### config.mk
export PLATFORM = sky130hd
export DESIGN_NAME = id_ctx_scheduler
export DESIGN_NICKNAME = d
export VERILOG_FILES = /design/src/rtl/id_pkg.sv /design/src/rtl/id_step.sv /design/src/rtl/id_ctx_scheduler.sv
export SDC_FILE = /design/constraint.sdc
export NUM_CORES = 1
export LEC_CHECK = 0
export CAP_MARGIN = 0
export CELL_PAD_IN_SITES_DETAIL_PLACEMENT = 1
export CELL_PAD_IN_SITES_GLOBAL_PLACEMENT = 1
export CORE_MARGIN = 1.5
export CORE_UTILIZATION = 33
export DETAILED_ROUTE_END_ITERATION = 6
export GPL_TIMING_DRIVEN = 0
export MAX_ROUTING_LAYER = met4
export PLACE_DENSITY_LB_ADDON = 0.1
export REMOVE_ABC_BUFFERS = 1
export SETUP_SLACK_MARGIN = 0.1
export SYNTH_ARGS = -nofsm -noshare
export SYNTH_HDL_FRONTEND = slang
export SYNTH_SLANG_ARGS = --single-unit
### constraint.sdc
create_clock -name clk -period 5.7 [get_ports clk]
set_input_delay 1.425 -clock clk [delete_from_list [all_inputs] [get_ports clk]]
set_output_delay 1.425 -clock clk [all_outputs]
set_load 0.1 [all_outputs]
### src/rtl/id_pkg.sv
// ----------------------------------------------------------------------------
// id_pkg
//   Shared definitions for the multi-stream identifier recognizer:
//   - per-stream context state encoding (IDLE / ALPHA / NUM)
//   - character-class bounds for letters and digits
//   - is_letter / is_digit classification helpers
//   No ports; imported by id_step and id_ctx_scheduler.
// ----------------------------------------------------------------------------
package id_pkg;

   // Saved recognizer state per stream. Encoding 3 is never written by the
   // design; the step function treats it as IDLE should it ever appear.
   typedef enum logic [1:0] {
      ST_IDLE  = 2'd0,
      ST_ALPHA = 2'd1,
      ST_NUM   = 2'd2
   } ctx_state_e;

   // Character-class bounds (ASCII)
   localparam logic [7:0] CH_UA = 8'h41;
   localparam logic [7:0] CH_UZ = 8'h5A;
   localparam logic [7:0] CH_LA = 8'h61;
   localparam logic [7:0] CH_LZ = 8'h7A;
   localparam logic [7:0] CH_D0 = 8'h30;
   localparam logic [7:0] CH_D9 = 8'h39;

   function automatic logic is_letter(input logic [7:0] c);
      return ((c >= CH_UA) && (c <= CH_UZ)) || ((c >= CH_LA) && (c <= CH_LZ));
   endfunction

   function automatic logic is_digit(input logic [7:0] c);
      return (c >= CH_D0) && (c <= CH_D9);
   endfunction

endpackage

### src/rtl/id_step.sv
// ----------------------------------------------------------------------------
// id_step
//   Purely combinational identifier-recognition step: letters then digits.
//   Ports:
//     state      in  ctx_state_e  saved state of the stream being served
//     ch         in  8            character being consumed
//     next_state out ctx_state_e  state to write back for that stream
//     out        out 1            high while a digit extends a letter-led token
// ----------------------------------------------------------------------------
module id_step
   import id_pkg::*;
(
   input  ctx_state_e  state,
   input  logic [7:0]  ch,
   output ctx_state_e  next_state,
   output logic        out
);

   // One step of the recognizer. Anything that does not extend the current
   // token drops back to IDLE; a letter after digits ends the token rather
   // than starting a new one. The default arm also absorbs the unused
   // encoding so a corrupted context recovers as IDLE.
   always_comb begin
      next_state = ST_IDLE;
      out        = 1'b0;
      case (state)
         ST_ALPHA: begin
            if (is_letter(ch)) begin
               next_state = ST_ALPHA;
            end else if (is_digit(ch)) begin
               next_state = ST_NUM;
               out        = 1'b1;
            end
         end
         ST_NUM: begin
            if (is_digit(ch)) begin
               next_state = ST_NUM;
               out        = 1'b1;
            end
         end
         default: begin
            if (is_letter(ch)) begin
               next_state = ST_ALPHA;
            end
         end
      endcase
   end

endmodule

### src/rtl/id_ctx_scheduler.sv
// ----------------------------------------------------------------------------
// id_ctx_scheduler
//   Time-shares one id_step among NREQ character streams. A round-robin
//   arbiter accepts at most one character per cycle, steps that stream's
//   saved context and returns a tagged match result one cycle later.
//   Ports:
//     clk        in  1        rising-edge clock
//     reset_n    in  1        asynchronous active-low reset
//     req_valid  in  NREQ     stream i has a character this cycle
//     req_char   in  8*NREQ   character of stream i at [8i+7:8i]
//     req_ready  out NREQ     one-hot grant (combinational)
//     ctx_clear  in  NREQ     force stream i's context to IDLE at next edge
//     res_valid  out 1        a character was consumed last cycle
//     res_id     out IDW      stream index of that character
//     res_match  out 1        recognizer output for that character
// ----------------------------------------------------------------------------
module id_ctx_scheduler
   import id_pkg::*;
#(
   parameter int NREQ = 4,
   parameter int IDW  = $clog2(NREQ)
)(
   input  logic                clk,
   input  logic                reset_n,
   input  logic [NREQ-1:0]     req_valid,
   input  logic [8*NREQ-1:0]   req_char,
   output logic [NREQ-1:0]     req_ready,
   input  logic [NREQ-1:0]     ctx_clear,
   output logic                res_valid,
   output logic [IDW-1:0]      res_id,
   output logic                res_match
);

   logic [IDW-1:0] rr_ptr;
   logic [IDW:0]   scan_sum;
   logic [IDW-1:0] gnt_idx;
   logic           gnt_any;
   ctx_state_e     ctx [NREQ];
   logic [7:0]     char_lane [NREQ];
   ctx_state_e     step_next;
   logic           step_out;

   // Split the flat character bus into one lane per stream so the grant
   // mux below can index it directly.
   always_comb begin
      for (int i = 0; i < NREQ; i++) begin
         char_lane[i] = req_char[8*i +: 8];
      end
   end

   // Round-robin search starting at rr_ptr and wrapping. The sum is one bit
   // wider than the index so the wrap can be done by a single subtract,
   // which keeps the search correct for non-power-of-two NREQ.
   always_comb begin
      gnt_any  = 1'b0;
      gnt_idx  = '0;
      scan_sum = '0;
      for (int k = 0; k < NREQ; k++) begin
         scan_sum = {1'b0, rr_ptr} + (IDW+1)'(k);
         if (scan_sum >= (IDW+1)'(NREQ)) begin
            scan_sum = scan_sum - (IDW+1)'(NREQ);
         end
         if (!gnt_any && req_valid[scan_sum[IDW-1:0]]) begin
            gnt_any = 1'b1;
            gnt_idx = scan_sum[IDW-1:0];
         end
      end
   end

   // One-hot grant; all-zero when nobody is asking.
   always_comb begin
      req_ready = '0;
      if (gnt_any) begin
         req_ready[gnt_idx] = 1'b1;
      end
   end

   // The single shared recognizer, fed with the granted stream's saved
   // context and character.
   id_step u_step (
      .state      (ctx[gnt_idx]),
      .ch         (char_lane[gnt_idx]),
      .next_state (step_next),
      .out        (step_out)
   );

   // Context write-back, pointer advance and result registers. A clear on a
   // stream wins over the step write-back and suppresses the match for a
   // character consumed in the same cycle, but the character still counts
   // as consumed. Without a grant the result tag and match hold.
   always_ff @(posedge clk or negedge reset_n) begin
      if (!reset_n) begin
         for (int i = 0; i < NREQ; i++) begin
            ctx[i] <= ST_IDLE;
         end
         rr_ptr    <= '0;
         res_valid <= 1'b0;
         res_id    <= '0;
         res_match <= 1'b0;
      end else begin
         for (int i = 0; i < NREQ; i++) begin
            if (ctx_clear[i]) begin
               ctx[i] <= ST_IDLE;
            end else if (gnt_any && (gnt_idx == IDW'(i))) begin
               ctx[i] <= step_next;
            end
         end
         res_valid <= gnt_any;
         if (gnt_any) begin
            rr_ptr    <= (gnt_idx == IDW'(NREQ-1)) ? '0 : gnt_idx + IDW'(1);
            res_id    <= gnt_idx;
            res_match <= step_out & ~ctx_clear[gnt_idx];
         end
      end
   end

endmodule
==> results.md, run 1 <==
* CP peak stage delay at about 0.6 ns
* Post-Synthesis Cells at between 100 and 150
* Tcrit/Tclk final at a little over nine tenths
* Setup violators final at 0
* Cell mode on critical path: inv_1
* Slew margin rel. at 35.3%
* Post-CTS setup buffers at 0
* Max Buffers Root-to-Sink at 2
* Antenna diodes at 0
* Hold Vio Cnt, Final at 0
* Startpoint class of the critical path: input pin
* # clock sinks at 14
* Initial drt markers at 21
* First-pass GRT wire length at 5880 um
* Number of global-route vias before repair at 1222
* Post-synth EDFFs at 0
* Post-route minimum period at 5.39 ns
* Slew Limit Fails at 0
* Slew @ Worst Pin at around 0.97 ns
* Dpl ws at -0.310 ns
* Leakage at 0.803 nW
* Most common cell after layout, fill and taps aside: clkdlybuf4s50_1
* Pwr dens at 391 mW/mm2
* Int Pwr at between 0.3 and 0.4 mW
* Worst-path cell chain: clkdlybuf4s50_1, nand2b_1, a21oi_1, a211oi_4, inv_1, ha_1, nand2_1, inv_1, clkdlybuf4s15_2
* Fin Setup TNS at 0 ns
* Avg Inst Size Synth at 9.37 um2
* Die Width at between 60 and 70 um
* CP max FO at 10
* Wire per inst at roughly 15 um
* Buffers added on ports at slightly below 50
* Max-cap violation count at 0
* Core area at about 0.0034 mm2
* Hold WS at roughly 0.49 ns
* Clock slew at reported path FFs at 0.09 ns
* Seq pwr share at approximately a fifth
* CTS buffer count at 3
* Max VDD drop at approximately 310 uV
* Remaining DRCs at 0
* Yosys warning total at 0
* Most frequent cells in the layout: clkdlybuf4s50_1, mux2i_1, nand2_1
* Antenna violations before repair at 0
* Largest net degree at the start of global routing at 22
* Site row count at 21
* H-tree levels at 1
* Sequential area share after synthesis at 29.0%
* Total die area at ~0.0040 mm2
* WP data required at 4.28 ns
* Overflow after GRT at 0
* Die height at 63.5 um
* Antenna-violating nets left at 0
* Top_reg_cell synth: dfrtp_1
* CTS resizes at 8
* Root Buffer: clkbuf_4
* Worst Path Buf+Inv at 4
* GPL Wtd Cong at roughly 0.75
* Clock share of power at about a tenth
* Initial DRT Pass Iterations at 4
* Crit-path slowest cell: a211oi_4
* Fmax at ~190 MHz
* Via density at ~5.0
* WS Path Type: in2out
* Post-synth ARST share at between 90% and 100%
* HPWL Detailed at between 2000 and 3000 um
* Critical Path AT at 3.97 ns
* Worst-skew pair later-pin latency at about 0.28 ns
* Global Route Usage Sum at a little under a fifth
* RSZ-0062 raised after global routing: false
* Combinational group share of total power at 70.0%
* Min-Delay Path Class: reg2reg
* Post-route setup slack at 0.307 ns
* # IOs at 50
* Flop and latch count out of synthesis at 14
* Layout cell share with drive strength beyond 1 at a little over an eighth
* Initial core utilization at 35.4%
* # nets final at approximately 230
* Final WL at approximately 3300 um
* Cts-stage hold buffer count at 0
* Final worst clock skew at roughly 0.0020 ns
* Finished Core Util at roughly half
* Crit. End Element: output pin
* Vias at 1133
* Yosys cell types at 33
* P&R area growth vs syn at 46.7%
* Sw frac at between 50% and 60%
* CP top delay family: buffers and inverters
* CTS tree: done
* Net Sw Power at 0.364 mW
* Netlist Area Pre-Place at ~0.0012 mm2
* Status: complete, no violations
[power groups by stage]
stage	sequential, mW	combinational (mW)	clock (mW)
final	0.135	0.486	0.0731
after global routing	0.138	0.525	0.0818
after CTS	0.134	0.491	0.0760
after detailed placement	0.136	0.495	0
after global placement	0.132	0.472	0
after floorplan	0.178	0.315	0
[per-stage QoR]
step                power (mW)  cells  area [um2]
CTS                      0.701    225        1780
finish                   0.694    225        1770
floorplan                0.493    125        1160
detailed placement       0.631    221        1740
global route             0.745    225        1770
global placement         0.605    220        1710
[sequential cells by signal, summed over array words and instances, names as in the netlist]
name       cells
ctx            8
res_id         2
res_match      1
res_valid      1
rr_ptr         2
[synthesized netlist by cell type, types with 3 or more instances]
master,instances,area (um2)
ha_1,6,75.1
nand3b_1,4,30.0
a32o_1,4,40.0
a211oi_1,3,22.5
nor2b_1,5,31.3
inv_1,11,41.3
nand2_1,17,63.8
mux2_2,5,56.3
nor2_1,7,26.3
a21oi_1,3,15.0
o31ai_1,4,30.0
dfrtp_1,14,350
mux2i_1,22,220
[worst register-to-register path, cell delays in order, from the launching register on]
cell and delay, ns:
dfrtp_1 0.39, nand2b_1 0.14, a21oi_1 0.12, a211oi_4 0.59
mux2i_1 0.26, nand2_1 0.07, and2_1 0.19, ha_1 0.29
o21ai_0 0.10, a211oi_2 0.39, a32o_1 0.23
[path summary, 6_finish.rpt]
| kind | startpoint | end | depth (start not counted) | slack [ns] |
|---|---|---|---|---|
| max | req_valid[1] | req_ready[0] | 9 | 0.31 |
| min | res_id[1]$_DFFE_PN0P_ | res_id[1]$_DFFE_PN0P_ | 2 | 0.49 |
| max reg2reg | rr_ptr[0]$_DFFE_PN0P_ | ctx[4]$_DFFE_PN0P_ | 10 | 2.87 |
| min reg2reg | res_id[1]$_DFFE_PN0P_ | res_id[1]$_DFFE_PN0P_ | 2 | 0.49 |
| max in group asynchronous | reset_n | ctx[7]$_DFFE_PN0P_ | 1 | 3.74 |
| min in group asynchronous | reset_n | res_valid$_DFF_PN0_ | 1 | 1.54 |
[final cells by class]
| type | count | area, um2 |
|---|---|---|
| well taps | 46 | 57.6 |
| repair buffers | 50 | 492 |
| flip-flops and latches | 14 | 350 |
| multi-input cells | 100 | 796 |
| clock buffers | 4 | 36.3 |
| inverters | 11 | 41.3 |
| fillers | 404 | 1640 |
[metal layers]
| metal | vias to the layer above | wire (um) | track usage, % |
|---|---|---|---|
| met3 | 4 | 153 | 3.21 |
| li1 | 558 | - | - |
| met4 | 0 | 25 | 4.08 |
| met2 | 33 | 1690 | 33.0 |
| met1 | 538 | 1460 | 21.5 |
| met5 | - | 0 | - |
[kinds of logic (layout without fill, tap and decap cells)]
logic type,Yosys count,count (layout),share of synthesized area [%]
adder cells (fa/ha/maj),6,6,6.21
flip-flops,14,14,29.0
buffers and inverters,15,65,7.35
multiplexers,27,27,22.9
AO/OA/AOI/OAI,24,24,16.6
AND/OR/NAND/NOR,43,43,18.0
(Power assumes the default switching activity.)
==> inputs of run 2 (changes only) <==
--- a/config.mk
+++ b/config.mk
@@ -13,9 +13,10 @@
 export DETAILED_ROUTE_END_ITERATION = 6
 export GPL_TIMING_DRIVEN = 0
 export MAX_ROUTING_LAYER = met4
-export PLACE_DENSITY_LB_ADDON = 0.1
+export PLACE_DENSITY = 0.92
 export REMOVE_ABC_BUFFERS = 1
 export SETUP_SLACK_MARGIN = 0.1
 export SYNTH_ARGS = -nofsm -noshare
 export SYNTH_HDL_FRONTEND = slang
 export SYNTH_SLANG_ARGS = --single-unit
+export TNS_END_PERCENT = 5
==> results.md, run 2 (synthesis gave the netlist of run 1 again) <==
* Status: complete, no violations
* Max reg flops at 8 (unchanged)
* Filler Cells Inserted at 401 (-0.74%)
* WS Path Type: in2out
* Root Buffer: clkbuf_4
* RSZ-0062 raised after global routing: true
* Met2 Use GR at 34.9% (+1.8 points)
* Largest registers: ctx x8, res_id x2, rr_ptr x2
* Antenna diodes at 0 (unchanged)
* Clock share of power at 10.4% (about the same)
* Overflow after GRT at 0 (unchanged)
* R2R setup slack at 2.85 ns (-0.02 ns)
* # IOs at 50 (unchanged)
* Most frequent cells in the layout: clkdlybuf4s50_1, mux2i_1, nand2_1
* Vias at 1161 (+2.5%)
* Via density at 5.16 (+2.5%)
* WP data required at 4.28 ns (about the same)
* Tcrit/Tclk final at 97.8% (+3.2 points)
* P&R area growth vs syn at 46.0%
* Remaining DRCs at 0 (unchanged)
* Sw frac at 52.7% (+0.23 points)
* Net Sw Power at 0.365 mW (+0.27%)
* Max-cap violation count at 0 (unchanged)
* GPL Wtd Cong at 0.795 (+5.6%)
* Pwr dens at 393 mW/mm2 (+0.33%)
* Antenna-violating nets left at 0 (unchanged)
* Layout cell share with drive strength beyond 1 at 11.2% (-2.2 points)
* Number of global-route vias before repair at 1319 (+7.9%)
* # nets final at 228 (unchanged)
* Buffers added on ports at 49 (unchanged)
* Placed instance area at 0.00174 mm2 (unchanged)
* Antenna violations before repair at 0 (unchanged)
* HPWL Detailed at 2800 um (+4.3%)
* H-tree levels at 1 (unchanged)
* Core area at 0.00342 mm2 (unchanged)
* Register area at 350 um2 (unchanged)
* Final non-filler cell total at 225 (unchanged)
* # clock sinks at 14 (unchanged)
* Setup violators final at 0 (unchanged)
* Min-Delay Path Class: reg2reg
* Fmax at 179 MHz (-3.2%)
* Slew @ Worst Pin at 0.979 ns (+0.0110 ns)
* Int Pwr at 0.328 mW (-0.65%)
* Final WL at 3320 um (about the same)
* Finished Core Util at 51.6% (-0.26 points)
* Gr busiest metal: met2
* Die Width at 63.5 um (unchanged)
* Placed insts at 221 (unchanged)
* First-pass GRT wire length at 5840 um (-0.58%)
* Clock slew at reported path FFs at 0.09 ns (about the same)
* Total die area at 0.00403 mm2 (unchanged)
* Reg with most FFs: ctx
* Fin Setup TNS at 0 ns (unchanged)
* Total power at 0.693 mW (-0.17%)
* Site row count at 21 (unchanged)
* Initial drt markers at 20 (-4.8%)
* GR Util met3 at 1.96% (-1.2 points)
* Initial core utilization at 35.4% (unchanged)
* Slew margin rel. at 34.5% (-0.74 points)
* Die height at 63.5 um (unchanged)
* CTS tree: done
* Initial DRT Pass Iterations at 4 (unchanged)
* M1 GR Usage at 20.8% (-0.74 points)
* Multi-input logic area at 782 um2 (-1.7%)
* Hold Vio Cnt, Final at 0 (unchanged)
* CP max FO at 21 (+11)
* Post-CTS setup buffers at 0 (unchanged)
* Wire per inst at 14.8 um (about the same)
* Post-route minimum period at 5.57 ns (+0.180 ns)
* Final worst clock skew at 0.00375 ns (+0.00179 ns)
* Slew Limit Fails at 0 (unchanged)
* Leakage at 0.808 nW (+0.67%)
* Crit. End Element: output pin
* Seq pwr share at 19.5% (about the same)
* Startpoint class of the critical path: input pin
* Most common cell after layout, fill and taps aside: clkdlybuf4s50_1
* Largest net degree at the start of global routing at 22 (unchanged)
* Max VDD drop at 108 uV (-66%)
* Global Route Usage Sum at 18.3% (-0.11 points)
* Post-route cell area at 0.00176 mm2 (-0.49%)
* Critical Path AT at 4.15 ns (+0.18 ns)
* Worst-skew pair later-pin latency at 0.28 ns (about the same)
* CTS buffer count at 3 (unchanged)
* Combinational group share of total power at 70.1% (about the same)
* Max Buffers Root-to-Sink at 2 (unchanged)
run 2: cell types whose count changed in the layout (fill, tap and decap cells not counted), sizes merged:
cell,delta
dlygate4sd2,+3
clkbuf,-2
clkdlybuf4s15,-1
run 2: worst paths after layout:
path | from | end | cells after the start
setup / recovery | req_valid[0] | req_ready[0] | 9
max in group asynchronous | reset_n | ctx[3]$_DFFE_PN0P_ | 1
setup reg to reg | rr_ptr[1]$_DFFE_PN0P_ | ctx[3]$_DFFE_PN0P_ | 10
hold reg to reg | res_id[1]$_DFFE_PN0P_ | res_id[1]$_DFFE_PN0P_ | 2
min in group asynchronous | reset_n | res_match$_DFFE_PN0P_ | 1
hold / removal | res_id[1]$_DFFE_PN0P_ | res_id[1]$_DFFE_PN0P_ | 2
run 2: final cells by class:
cell class              instances  share of cell area, %
inverters                      11                   2.34
clock buffers                   4                   2.06
repair buffers                 50                   28.2
flip-flops and latches         14                   19.9
well taps                      46                   3.26
multi-input cells             100                   44.3
run 2: through the flow:
step | setup slack, ns | hold WS [ns]
5_1_grt | -0.0332 | 0.537
2_1_floorplan | -0.138 | 0.482
4_1_cts | 0.116 | 0.498
6_report | 0.128 | 0.494
3_5_place_dp | -0.160 | 0.475
3_3_place_gp | -2.05 | 0.460
run 2: power by group through the flow:
| stage | registers, mW | clock network [mW] | logic [mW] |
|---|---|---|---|
| floorplan | 0.178 | 0 | 0.315 |
| finish | 0.135 | 0.0721 | 0.486 |
| CTS | 0.135 | 0.0737 | 0.491 |
| detailed placement | 0.137 | 0 | 0.496 |
| global placement | 0.133 | 0 | 0.467 |
| global route | 0.138 | 0.0776 | 0.527 |
run 2: repair_timing:
action | in CTS | in global routing
hold buffers | 0 | 0
endpoints found under the setup margin | 4 | 4
resized for setup | 4 | 2
run 2: critical path, stage by stage:
cell,delay (ns)
clkdlybuf4s50_1,0.54
nand2b_1,0.10
nor2b_1,0.14
o22a_2,0.41
inv_1,0.28
ha_1,0.20
nand2_1,0.12
inv_1,0.08
dlygate4sd2_1,0.85
run 2: metal layers:
metal | vias up | share of wire (%)
li1 | 561 | -
met1 | 552 | 42
met2 | 44 | 53
met3 | 4 | 4.7
met4 | 0 | 0.72
met5 | - | 0
==> inputs of run 3 (changes only) <==
--- a/config.mk
+++ b/config.mk
@@ -5,6 +5,7 @@
 export SDC_FILE = /design/constraint.sdc
 export NUM_CORES = 1
 export LEC_CHECK = 0
+export ABC_CLOCK_PERIOD_IN_PS = 5700
 export CAP_MARGIN = 0
 export CELL_PAD_IN_SITES_DETAIL_PLACEMENT = 1
 export CELL_PAD_IN_SITES_GLOBAL_PLACEMENT = 1
@@ -16,6 +17,7 @@
 export PLACE_DENSITY = 0.92
 export REMOVE_ABC_BUFFERS = 1
 export SETUP_SLACK_MARGIN = 0.1
+export SKIP_LAST_GASP = 1
 export SYNTH_ARGS = -nofsm -noshare
 export SYNTH_HDL_FRONTEND = slang
 export SYNTH_SLANG_ARGS = --single-unit
==> results.md, run 3 (synthesis gave the netlist of run 1 again) <==
* Tcrit/Tclk final at 101% (+3.3 points)
* Layout cell share with drive strength beyond 1 at 11.2% (unchanged)
* Most common cell after layout, fill and taps aside: clkdlybuf4s50_1
* Slew @ Worst Pin at 0.979 ns (unchanged)
* Worst-path cell chain: clkdlybuf4s50_1, a21o_1, a21oi_1, o22a_2, ha_1, nand2_1, inv_1, clkdlybuf4s50_1
* Final non-filler cell total at 225 (unchanged)
* Max Buffers Root-to-Sink at 2 (unchanged)
* H-tree levels at 1 (unchanged)
* Core area at 0.00342 mm2 (unchanged)
* Buffers added on ports at 49 (unchanged)
* Reg with most FFs: ctx
* Number of global-route vias before repair at 1319 (unchanged)
* HPWL Detailed at 2800 um (unchanged)
* Site row count at 21 (unchanged)
* Slew Limit Fails at 0 (unchanged)
* Most frequent cells in the layout: clkdlybuf4s50_1, mux2i_1, nand2_1
* Placed insts at 221 (unchanged)
* Leakage at 0.830 nW (+2.7%)
* Hold WS at 0.494 ns (unchanged)
* R2R Path Start: rr_ptr[1]$_DFFE_PN0P_
* Initial core utilization at 35.4% (unchanged)
* Status: finished with violations
* RSZ-0062 raised after global routing: true
* Crit-path slowest cell: clkdlybuf4s50_1
* Die height at 63.5 um (unchanged)
* R2R setup slack at 2.85 ns (about the same)
* R2r worst-path depth at 10 (unchanged)
* CTS buffer count at 3 (unchanged)
* Stages on worst setup path at 8 (-1)
* Violated checks: negative setup slack
* # clock sinks at 14 (unchanged)
* Hold Vio Cnt, Final at 0 (unchanged)
* Crit. End Element: output pin
* Antenna violations before repair at 0 (unchanged)
* WS Path Type: in2out
* Max VDD drop at 108 uV (about the same)
* First-pass GRT wire length at 5840 um (unchanged)
* Largest registers: ctx x8, res_id x2, rr_ptr x2
* Setup violators final at 1 (+1)
* Largest net degree at the start of global routing at 22 (unchanged)
* Final WL at 3320 um (about the same)
* R2r endpoint: ctx[3]$_DFFE_PN0P_
* Max reg flops at 8 (unchanged)
* Vias at 1164 (+0.26%)
* Initial DRT Pass Iterations at 4 (unchanged)
* Via density at 5.17 (+0.26%)
* Post-route minimum period at 5.76 ns (+0.186 ns)
* Final worst clock skew at 0.00368 ns (-0.0000765 ns)
* Cell mode on critical path: clkdlybuf4s50_1
* CP endpoint: req_ready[3]
* Slew margin rel. at 34.5% (unchanged)
* Startpoint class of the critical path: input pin
* WP data required at 4.28 ns (about the same)
* P&R area growth vs syn at 47.5%
* Antenna diodes at 0 (unchanged)
* Remaining DRCs at 0 (unchanged)
* Pwr dens at 392 mW/mm2 (-0.13%)
* Total die area at 0.00403 mm2 (unchanged)
* Antenna-violating nets left at 0 (unchanged)
* CP max FO at 21 (unchanged)
* Min-Delay Path Class: reg2reg
* Die Width at 63.5 um (unchanged)
* # nets final at 228 (unchanged)
* Post-route setup slack at -0.0585 ns (-0.186 ns)
* Critical Path AT at 4.33 ns (+0.18 ns)
* Critical Path Start: req_valid[0]
* Wire per inst at 14.8 um (about the same)
* # IOs at 50 (unchanged)
* Global Route Usage Sum at 18.3% (unchanged)
* CP peak stage delay at 1.12 ns (+0.27 ns)
* CTS tree: done
* Initial drt markers at 21 (+5.0%)
* Cts-stage hold buffer count at 0 (unchanged)
* Overflow after GRT at 0 (unchanged)
* Clock slew at reported path FFs at 0.09 ns (about the same)
* Worst Path Buf+Inv at 3 (-1)
* Max-cap violation count at 0 (unchanged)
* GPL Wtd Cong at 0.795 (unchanged)
* Fmax at 174 MHz (-3.2%)
* Worst-skew pair later-pin latency at 0.28 ns (about the same)
* CP top delay family: buffers and inverters
* Root Buffer: clkbuf_4
==> run 3: changes by cell type in the layout (fill, tap and decap cells not counted) <==
cell             change
dlygate4sd2_1        -2
dlymetal6s2s_1       +2
clkbuf_2             -1
clkdlybuf4s50_1      +1
nor4_1               -1
nor4_2               +1
==> run 3: what timing repair did <==
item | CTS | global route
endpoints found under the setup margin | 4 | 4
gates resized for setup | 1 | 3
setup buffers | 0 | 0
==> run 3: report_power, final <==
part / switching (mW) / internal [mW]
clock: 0.0332 / 0.0389
sequential: 0.0171 / 0.118
combinational: 0.315 / 0.178
total: 0.365 / 0.334
==> run 3: area by class of cell <==
| class | count | area, um2 |
|---|---|---|
| Inverter | 11 | 41.3 |
| Clock buffer | 4 | 36.3 |
| Timing Repair Buffer | 50 | 509 |
| Multi-Input combinational cell | 100 | 788 |
| Sequential cell | 14 | 350 |
| Tap cell | 46 | 57.6 |
| Fill cell | 400 | 1630 |
==> run 3: through the flow <==
step | power (mW) | setup slack, ns | utilization [%] | TNS [ns] | area [um2]
after floorplan | 0.493 | -0.138 | - | -0.549 | 1160
after global placement | 0.600 | -2.05 | 50.0 | -11.14 | 1710
after detailed placement | 0.633 | -0.160 | 50.8 | -0.451 | 1740
after CTS | 0.705 | -0.186 | 51.9 | -0.373 | 1770
after global routing | 0.748 | -0.239 | 52.2 | -0.292 | 1780
final | 0.699 | -0.0585 | 52.2 | -0.0585 | 1780
==> run 3: worst reg2reg max path, cell delays in order (launching register included) <==
cell	delay, ns
dfrtp_1	0.47
a21o_1	0.19
a21oi_1	0.14
o22a_2	0.51
inv_1	0.28
nand2_1	0.10
and2_1	0.16
ha_1	0.25
nor3_1	0.24
nand3_2	0.18
o31ai_1	0.24
==> run 3: worst min path at each step <==
stage / cells after the start / endpoint / start / slack, ns
global placement: 2 / res_id[1]$_DFFE_PN0P_ / res_id[1]$_DFFE_PN0P_ / 0.46
floorplan: 2 / ctx[3]$_DFFE_PN0P_ / ctx[3]$_DFFE_PN0P_ / 0.48
finish: 2 / res_id[1]$_DFFE_PN0P_ / res_id[1]$_DFFE_PN0P_ / 0.49
detailed placement: 2 / res_id[1]$_DFFE_PN0P_ / res_id[1]$_DFFE_PN0P_ / 0.48
CTS: 2 / res_id[1]$_DFFE_PN0P_ / res_id[1]$_DFFE_PN0P_ / 0.50
global route: 2 / res_id[1]$_DFFE_PN0P_ / res_id[1]$_DFFE_PN0P_ / 0.54
==> run 3: layer usage <==
metal	up-vias	global-route usage, %	wire length [um]
li1	563	-	-
met3	4	1.96	156
met1	553	20.8	1390
met5	-	-	0
met4	0	3.26	24
met2	44	34.9	1750
